### config.mk
export PLATFORM = sky130hd
export DESIGN_NAME = spi_txn_sequencer_flat
export DESIGN_NICKNAME = d
export VERILOG_FILES = /design/src/rtl/spi_pkg.sv /design/src/rtl/spi_txn_sequencer_if.sv /design/src/rtl/spi_req_fifo.sv /design/src/rtl/spi_txn_sequencer.sv /design/src/flat_wrapper.sv
export SDC_FILE = /design/constraint.sdc
export NUM_CORES = 1
export LEC_CHECK = 0
export CORE_ASPECT_RATIO = 1.4
export CORE_UTILIZATION = 40
export CTS_CLUSTER_SIZE = 16
export DETAILED_ROUTE_END_ITERATION = 8
export PLACE_DENSITY = 0.67
export SYNTH_ARGS = -nofsm -noshare
export SYNTH_HDL_FRONTEND = slang
export SYNTH_SLANG_ARGS = --single-unit
### constraint.sdc
create_clock -name clk -period 3.2 [get_ports clk]
set_clock_uncertainty 0.15 [all_clocks]
set_input_delay 0.96 -clock clk [delete_from_list [all_inputs] [get_ports clk]]
set_output_delay 0.96 -clock clk [all_outputs]
set_load 0.01 [all_outputs]
### src/rtl/spi_pkg.sv
// Shared types for the SPI transaction sequencer slice.
package spi_pkg;

    localparam int BYTE_W    = 8;
    localparam int SEL_MAX_W = 4;

    typedef enum logic [2:0] {
        ST_IDLE,
        ST_ISSUE,
        ST_WAIT,
        ST_RESP,
        ST_GAP
    } state_t;

    // Request as seen on the upstream bus; sel is zero-extended to SEL_MAX_W.
    typedef struct packed {
        logic [BYTE_W-1:0]    data;
        logic [SEL_MAX_W-1:0] sel;
    } req_t;

endpackage

### src/rtl/spi_txn_sequencer_if.sv
// Request, response and SPI-master handshake signals of the sequencer.
interface spi_txn_sequencer_if #(parameter int SEL_W = 1);
    import spi_pkg::*;

    logic              req_valid;
    logic              req_ready;
    logic [BYTE_W-1:0] req_data;
    logic [SEL_W-1:0]  req_sel;

    logic              rsp_valid;
    logic              rsp_ready;
    logic [BYTE_W-1:0] rsp_data;
    logic              rsp_err;

    logic              spi_start;
    logic [BYTE_W-1:0] spi_data_in;
    logic [SEL_W-1:0]  spi_slave_select;
    logic              spi_done;
    logic [BYTE_W-1:0] spi_data_out;

    logic              busy;

    modport slave (
        input  req_valid, req_data, req_sel, rsp_ready, spi_done, spi_data_out,
        output req_ready, rsp_valid, rsp_data, rsp_err,
               spi_start, spi_data_in, spi_slave_select, busy
    );

    modport master (
        output req_valid, req_data, req_sel, rsp_ready, spi_done, spi_data_out,
        input  req_ready, rsp_valid, rsp_data, rsp_err,
               spi_start, spi_data_in, spi_slave_select, busy
    );

endinterface

### src/rtl/spi_req_fifo.sv
// Synchronous request FIFO; extra pointer MSB distinguishes full from empty.
module spi_req_fifo #(
    parameter int DEPTH = 4,
    parameter int WIDTH = 8
) (
    input  logic             clk,
    input  logic             rst,
    input  logic             push,
    input  logic             pop,
    input  logic [WIDTH-1:0] wdata,
    output logic [WIDTH-1:0] rdata,
    output logic             full,
    output logic             empty
);

    localparam int AW = $clog2(DEPTH);

    logic [AW:0]      wr_ptr_q, wr_ptr_d;
    logic [AW:0]      rd_ptr_q, rd_ptr_d;
    logic [WIDTH-1:0] mem_q [DEPTH];
    logic [WIDTH-1:0] mem_d [DEPTH];

    always_comb begin
        mem_d    = mem_q;
        wr_ptr_d = wr_ptr_q;
        rd_ptr_d = rd_ptr_q;
        if (push && !full) begin
            mem_d[wr_ptr_q[AW-1:0]] = wdata;
            wr_ptr_d = wr_ptr_q + (AW+1)'(1);
        end
        if (pop && !empty) begin
            rd_ptr_d = rd_ptr_q + (AW+1)'(1);
        end
    end

    always_ff @(posedge clk or posedge rst) begin
        if (rst) begin
            wr_ptr_q <= '0;
            rd_ptr_q <= '0;
            for (int unsigned i = 0; i < DEPTH; i++) begin
                mem_q[i] <= '0;
            end
        end else begin
            wr_ptr_q <= wr_ptr_d;
            rd_ptr_q <= rd_ptr_d;
            mem_q    <= mem_d;
        end
    end

    assign empty = (wr_ptr_q == rd_ptr_q);
    assign full  = (wr_ptr_q[AW] != rd_ptr_q[AW]) &&
                   (wr_ptr_q[AW-1:0] == rd_ptr_q[AW-1:0]);
    assign rdata = mem_q[rd_ptr_q[AW-1:0]];

endmodule

### src/rtl/spi_txn_sequencer.sv
// Buffers byte requests and issues them one at a time to the SPI master,
// with a chip-select gap after each response and a completion timeout.
module spi_txn_sequencer
    import spi_pkg::*;
#(
    parameter int DEPTH      = 4,
    parameter int SEL_W      = 1,
    parameter int GAP_CYCLES = 4,
    parameter int TIMEOUT    = 1024
) (
    input  logic               clk,
    input  logic               rst,
    spi_txn_sequencer_if.slave bus
);

    localparam int TW = $clog2(TIMEOUT);
    localparam int GW = (GAP_CYCLES > 1) ? $clog2(GAP_CYCLES) : 1;
    localparam logic [TW-1:0] TMO_LAST = TW'(TIMEOUT - 1);
    localparam logic [GW-1:0] GAP_LAST = GW'((GAP_CYCLES > 0) ? GAP_CYCLES - 1 : 0);

    typedef struct packed {
        logic [BYTE_W-1:0] data;
        logic [SEL_W-1:0]  sel;
    } entry_t;

    state_t            state_q, state_d;
    logic [TW-1:0]     tmo_q, tmo_d;
    logic [GW-1:0]     gap_q, gap_d;
    logic              done_q;
    logic [BYTE_W-1:0] data_in_q, data_in_d;
    logic [SEL_W-1:0]  sel_q, sel_d;
    logic [BYTE_W-1:0] rsp_data_q, rsp_data_d;
    logic              rsp_err_q, rsp_err_d;

    entry_t push_ent, pop_ent;
    logic   fifo_push, fifo_pop, fifo_full, fifo_empty;
    logic   completion;

    assign push_ent   = '{data: bus.req_data, sel: bus.req_sel};
    assign fifo_push  = bus.req_valid && !fifo_full;
    // Only a rising edge counts, so a done level left high from earlier is ignored.
    assign completion = bus.spi_done && !done_q;

    spi_req_fifo #(
        .DEPTH (DEPTH),
        .WIDTH ($bits(entry_t))
    ) u_fifo (
        .clk   (clk),
        .rst   (rst),
        .push  (fifo_push),
        .pop   (fifo_pop),
        .wdata (push_ent),
        .rdata (pop_ent),
        .full  (fifo_full),
        .empty (fifo_empty)
    );

    always_ff @(posedge clk or posedge rst) begin
        if (rst) begin
            state_q    <= ST_IDLE;
            tmo_q      <= '0;
            gap_q      <= '0;
            done_q     <= 1'b0;
            data_in_q  <= '0;
            sel_q      <= '0;
            rsp_data_q <= '0;
            rsp_err_q  <= 1'b0;
        end else begin
            state_q    <= state_d;
            tmo_q      <= tmo_d;
            gap_q      <= gap_d;
            done_q     <= bus.spi_done;
            data_in_q  <= data_in_d;
            sel_q      <= sel_d;
            rsp_data_q <= rsp_data_d;
            rsp_err_q  <= rsp_err_d;
        end
    end

    always_comb begin
        state_d = state_q;
        case (state_q)
            ST_IDLE:  if (!fifo_empty) state_d = ST_ISSUE;
            ST_ISSUE: state_d = ST_WAIT;
            ST_WAIT:  if (completion || tmo_q == TMO_LAST) state_d = ST_RESP;
            ST_RESP:  if (bus.rsp_ready) state_d = (GAP_CYCLES == 0) ? ST_IDLE : ST_GAP;
            ST_GAP:   if (gap_q == GAP_LAST) state_d = ST_IDLE;
            default:  state_d = ST_IDLE;
        endcase
    end

    always_comb begin
        fifo_pop   = 1'b0;
        tmo_d      = tmo_q;
        gap_d      = gap_q;
        data_in_d  = data_in_q;
        sel_d      = sel_q;
        rsp_data_d = rsp_data_q;
        rsp_err_d  = rsp_err_q;
        case (state_q)
            ST_IDLE: begin
                if (!fifo_empty) begin
                    fifo_pop  = 1'b1;
                    data_in_d = pop_ent.data;
                    sel_d     = pop_ent.sel;
                end
            end
            ST_ISSUE: tmo_d = '0;
            ST_WAIT: begin
                if (completion) begin
                    rsp_data_d = bus.spi_data_out;
                    rsp_err_d  = 1'b0;
                end else if (tmo_q == TMO_LAST) begin
                    rsp_data_d = '0;
                    rsp_err_d  = 1'b1;
                end else begin
                    tmo_d = tmo_q + TW'(1);
                end
            end
            ST_RESP:  if (bus.rsp_ready) gap_d = '0;
            ST_GAP:   if (gap_q != GAP_LAST) gap_d = gap_q + GW'(1);
            default: ;
        endcase
    end

    always_comb begin
        bus.req_ready        = !fifo_full;
        bus.spi_start        = (state_q == ST_ISSUE);
        bus.rsp_valid        = (state_q == ST_RESP);
        bus.busy             = (state_q != ST_IDLE) || !fifo_empty;
        bus.spi_data_in      = data_in_q;
        bus.spi_slave_select = sel_q;
        bus.rsp_data         = rsp_data_q;
        bus.rsp_err          = rsp_err_q;
    end

endmodule

### src/flat_wrapper.sv
// flat-port wrapper written by rule: the top's interface ports become plain ports
module spi_txn_sequencer_flat import spi_pkg::*;
#(
    parameter int DEPTH      = 4,
    parameter int SEL_W      = 1,
    parameter int GAP_CYCLES = 4,
    parameter int TIMEOUT    = 1024
)
  (clk, rst, bus_req_valid, bus_req_data, bus_req_sel, bus_rsp_ready, bus_spi_done, bus_spi_data_out, bus_req_ready, bus_rsp_valid, bus_rsp_data, bus_rsp_err, bus_spi_start, bus_spi_data_in, bus_spi_slave_select, bus_busy);
  spi_txn_sequencer_if #(.SEL_W(SEL_W)) bus_i ();
  input  logic clk;
  input  logic rst;
  input wire logic [$bits(bus_i.req_valid)-1:0] bus_req_valid;
  input wire logic [$bits(bus_i.req_data)-1:0] bus_req_data;
  input wire logic [$bits(bus_i.req_sel)-1:0] bus_req_sel;
  input wire logic [$bits(bus_i.rsp_ready)-1:0] bus_rsp_ready;
  input wire logic [$bits(bus_i.spi_done)-1:0] bus_spi_done;
  input wire logic [$bits(bus_i.spi_data_out)-1:0] bus_spi_data_out;
  output wire logic [$bits(bus_i.req_ready)-1:0] bus_req_ready;
  output wire logic [$bits(bus_i.rsp_valid)-1:0] bus_rsp_valid;
  output wire logic [$bits(bus_i.rsp_data)-1:0] bus_rsp_data;
  output wire logic [$bits(bus_i.rsp_err)-1:0] bus_rsp_err;
  output wire logic [$bits(bus_i.spi_start)-1:0] bus_spi_start;
  output wire logic [$bits(bus_i.spi_data_in)-1:0] bus_spi_data_in;
  output wire logic [$bits(bus_i.spi_slave_select)-1:0] bus_spi_slave_select;
  output wire logic [$bits(bus_i.busy)-1:0] bus_busy;
  assign bus_i.req_valid = bus_req_valid;
  assign bus_i.req_data = bus_req_data;
  assign bus_i.req_sel = bus_req_sel;
  assign bus_i.rsp_ready = bus_rsp_ready;
  assign bus_i.spi_done = bus_spi_done;
  assign bus_i.spi_data_out = bus_spi_data_out;
  assign bus_req_ready = bus_i.req_ready;
  assign bus_rsp_valid = bus_i.rsp_valid;
  assign bus_rsp_data = bus_i.rsp_data;
  assign bus_rsp_err = bus_i.rsp_err;
  assign bus_spi_start = bus_i.spi_start;
  assign bus_spi_data_in = bus_i.spi_data_in;
  assign bus_spi_slave_select = bus_i.spi_slave_select;
  assign bus_busy = bus_i.busy;
  spi_txn_sequencer #(.DEPTH(DEPTH), .SEL_W(SEL_W), .GAP_CYCLES(GAP_CYCLES), .TIMEOUT(TIMEOUT)) u_core (.clk(clk), .rst(rst), .bus(bus_i));
endmodule
==> metrics.csv <==
metric,value,unit
ys_top_cells_by_count,"dfrtp_1, mux2_2, a22o_1",
intPower,0.00303,W
ys.flop_type,dfrtp_1,
slew_violations,0,
cts_tree,yes,
regToRegStartpoint,u_core.tmo_q[0]$_DFFE_PP0P_,
peakVddDrop,500,µV
grt_use_total,17.1,%
power_frac_comb,43.0,%
cp_top_family,simple AND/OR/NAND/NOR gates,
htreeDepth,3,
crit_top_cell,or3_1,
ys_ff_latch,76,
grt.overflow.total,0,
rrSetupSlack,0.95,ns
synthMostInstantiatedCell,dfrtp_1,
fin_crit_sh,94.3,%
syn_inst,252,
synth_top_area_share,54.6,%
period_needed,3.02,ns
dr.pass1.iters,4,
grt_pass1_vias,2480,
status,finished clean,
cp_slowest_cell,clkdlybuf4s50_1,
clock-sinks,76,
hold_path_class,register to register,
grt_pass1_wl,11700,µm
synth_area_leaders,"dfrtp_1, mux2_2, mux4_2",
drt_iter0_markers,95,
ios,44,
worstSkewPairLatency,0.32,ns
area_delta_synth_final,24.8,%
post_synth_num_cell_types,41,
core_area,8300,µm²
die-area,9090,µm²
layout.nets,337,
r2r_cells,5,
gp_congestion,0.817,
drive_gt1_share,29.7,%
cap_violations,0,
fillCellCount,742,
swShare,32.4,%
yosysSeqAreaShare,54.6,%
cts-root-buf,clkbuf_16,
crit_chain,"or3_1, or3_1, clkdlybuf4s50_1",
pwr-share-seq,37.0,%
finalSetupViolCount,0,
muxShareOfSynthArea,21.7,%
die_h,112,µm
ant_nets,0,
cp-start-kind,register,
cts_buffers,9,
vias,2290,
synth_top_area_cell,dfrtp_1,
min_to,u_core.bus.rsp_data[3]$_DFFE_PP0P_,
die_x,80.9,µm
clk_pin_slew,0.06,ns
synth_xor_area_share,2.26,%
slowest_delay,0.49,ns
whs_path_depth,1,
syn_area_per_cell,13.8,µm²
antennaDiodeCount,0,
crit_required,2.09,ns
leakagePower,1.84,nW
synth-async-reset-ratio,100,%
synth_top_family_by_area,multiplexers,
ys_warn_count,0,
final.setup.tns,0,ns
tightest_slew,0.816,ns
synthAdderAreaFrac,2.51,%
final_hold_viol_count,0,
wl_per_cell,16.4,µm
rows,39,
p_per_area,1030,nW/µm²
placed_cell_area,4080,µm²
dpl.hpwl,4720,µm
holdCritStartpoint,u_core.bus.rsp_data[3]$_DFFE_PP0P_,
initial_core_util,42.0,%
path_buf_inv,1,
worstPathMaxFanout,6,
synthesis.nets,281,
path_class,register to output pin,
clock_tree.buffer_depth,2,
clkPwrFrac,20.1,%
postCtsSetupRepairBufs,0,
rsz0062_at_grt,no,
drc,0,
reg2reg_to,u_core.tmo_q[4]$_DFFE_PP0P_,
postCtsResizedCells,0,
cp-end-kind,output pin,
fin_area,4350,µm²
syn-cell-area,3480,µm²
routed_via_density,5.52,
p_sw,0.00145,W
antenna_found_initial,0,
slew_headroom,45.2,%
io_buffers,43,
drt-total-wl,6830,µm
yosys.area_share.simple,8.29,%
synth_compound_area_share,8.51,%
finalCoreUtilization,52.4,%
postCtsHoldBufs,0,
arrival,1.91,ns
grt_max_degree,37,
synth_edf_count,0,
clock.fmax,331,MHz
==> flip-flops by register name (all words and copies together) (netlist names) <==
register	flops
u_core.done_q	1
u_core.u_fifo.wr_ptr_q	3
u_core.gap_q	2
u_core.u_fifo.rd_ptr_q	3
u_core.bus.spi_slave_select	1
u_core.state_q	3
u_core.bus.spi_data_in	8
u_core.bus.rsp_err	1
u_core.tmo_q	10
u_core.u_fifo.mem_q	36
u_core.bus.rsp_data	8
==> routing by layer <==
| layer | GRT usage (%) | wire, µm | up-vias |
|---|---|---|---|
| met4 | 9.29 | 171 | 0 |
| met1 | 21.2 | 2770 | 1154 |
| met3 | 3.41 | 233 | 13 |
| li1 | - | - | 1061 |
| met2 | 27.6 | 3650 | 62 |
| met5 | 0 | 0 | - |
==> kinds of logic after synthesis <==
| logic type | count (synthesis) |
|---|---|
| flops | 76 |
| xor+xnor | 9 |
| buf+inv | 14 |
| mux | 57 |
| simple gates | 49 |
| compound gates | 40 |
| fa+ha+maj | 7 |
==> metrics by stage <==
| stage | worst slack, ns | hold slack [ns] | std cells | power, W |
|---|---|---|---|---|
| 2_1_floorplan | 0.152 | 0.301 | 252 | 0.00296 |
| 3_3_place_gp | 0.407 | 0.332 | 399 | 0.00356 |
| 3_5_place_dp | 0.395 | 0.337 | 399 | 0.00363 |
| 4_1_cts | 0.150 | 0.351 | 415 | 0.00455 |
| 5_1_grt | 0.0748 | 0.367 | 415 | 0.00481 |
| 6_report | 0.182 | 0.347 | 415 | 0.00449 |
==> cell type report <==
| cell class | count | area [µm²] | area share (%) |
|---|---|---|---|
| clock buffers | 10 | 229 | 5.26 |
| clock inverters | 6 | 41.3 | 0.949 |
| inverters | 5 | 18.8 | 0.431 |
| multi-input cells | 162 | 1510 | 34.6 |
| flip-flops and latches | 76 | 1900 | 43.7 |
| well taps | 102 | 128 | 2.93 |
| repair buffers | 54 | 526 | 12.1 |
==> layout by cell type, fill, tap and decap left out, types with 3 or more instances in the layout <==
cell	Yosys	final
xnor2_1	7	7
o21ai_0	7	7
a22o_1	11	11
nand2_2	4	4
and3_1	3	3
mux4_2	9	9
clkbuf_16	0	9
dfrtp_1	76	76
nand2_1	7	7
nor2_1	7	7
nor3_1	3	3
buf_4	2	10
clkdlybuf4s50_1	0	43
o31ai_1	8	8
mux2_2	47	47
nand3_1	8	8
ha_1	7	7
inv_1	5	4
nand4_1	3	3
clkinvlp_4	0	3
a31oi_1	5	5
==> worst max-delay path by stage <==
stage | cells after the start | slack [ns] | end | start
6_report | 3 | 0.18 | bus_busy | u_core.state_q[2]$_DFFE_PP0P_
3_5_place_dp | 5 | 0.39 | u_core.u_fifo.mem_q[8]$_DFFE_PP0P_ | bus_req_valid
5_1_grt | 4 | 0.07 | bus_busy | u_core.u_fifo.wr_ptr_q[1]$_DFFE_PP0P_
3_3_place_gp | 5 | 0.41 | u_core.u_fifo.mem_q[0]$_DFFE_PP0P_ | bus_req_valid
4_1_cts | 3 | 0.15 | bus_busy | u_core.state_q[2]$_DFFE_PP0P_
2_1_floorplan | 1 | 0.15 | u_core.bus.rsp_data[0]$_DFFE_PP0P_ | rst
==> power groups by stage <==
stage / sequential (W) / combinational (W) / clock [W]
floorplan: 0.00165 / 0.00131 / 0
global placement: 0.00166 / 0.00190 / 0
detailed placement: 0.00168 / 0.00195 / 0
CTS: 0.00166 / 0.00196 / 0.000928
global route: 0.00172 / 0.00210 / 0.000983
finish: 0.00166 / 0.00193 / 0.000900
Power figures use the tool's default switching activity.
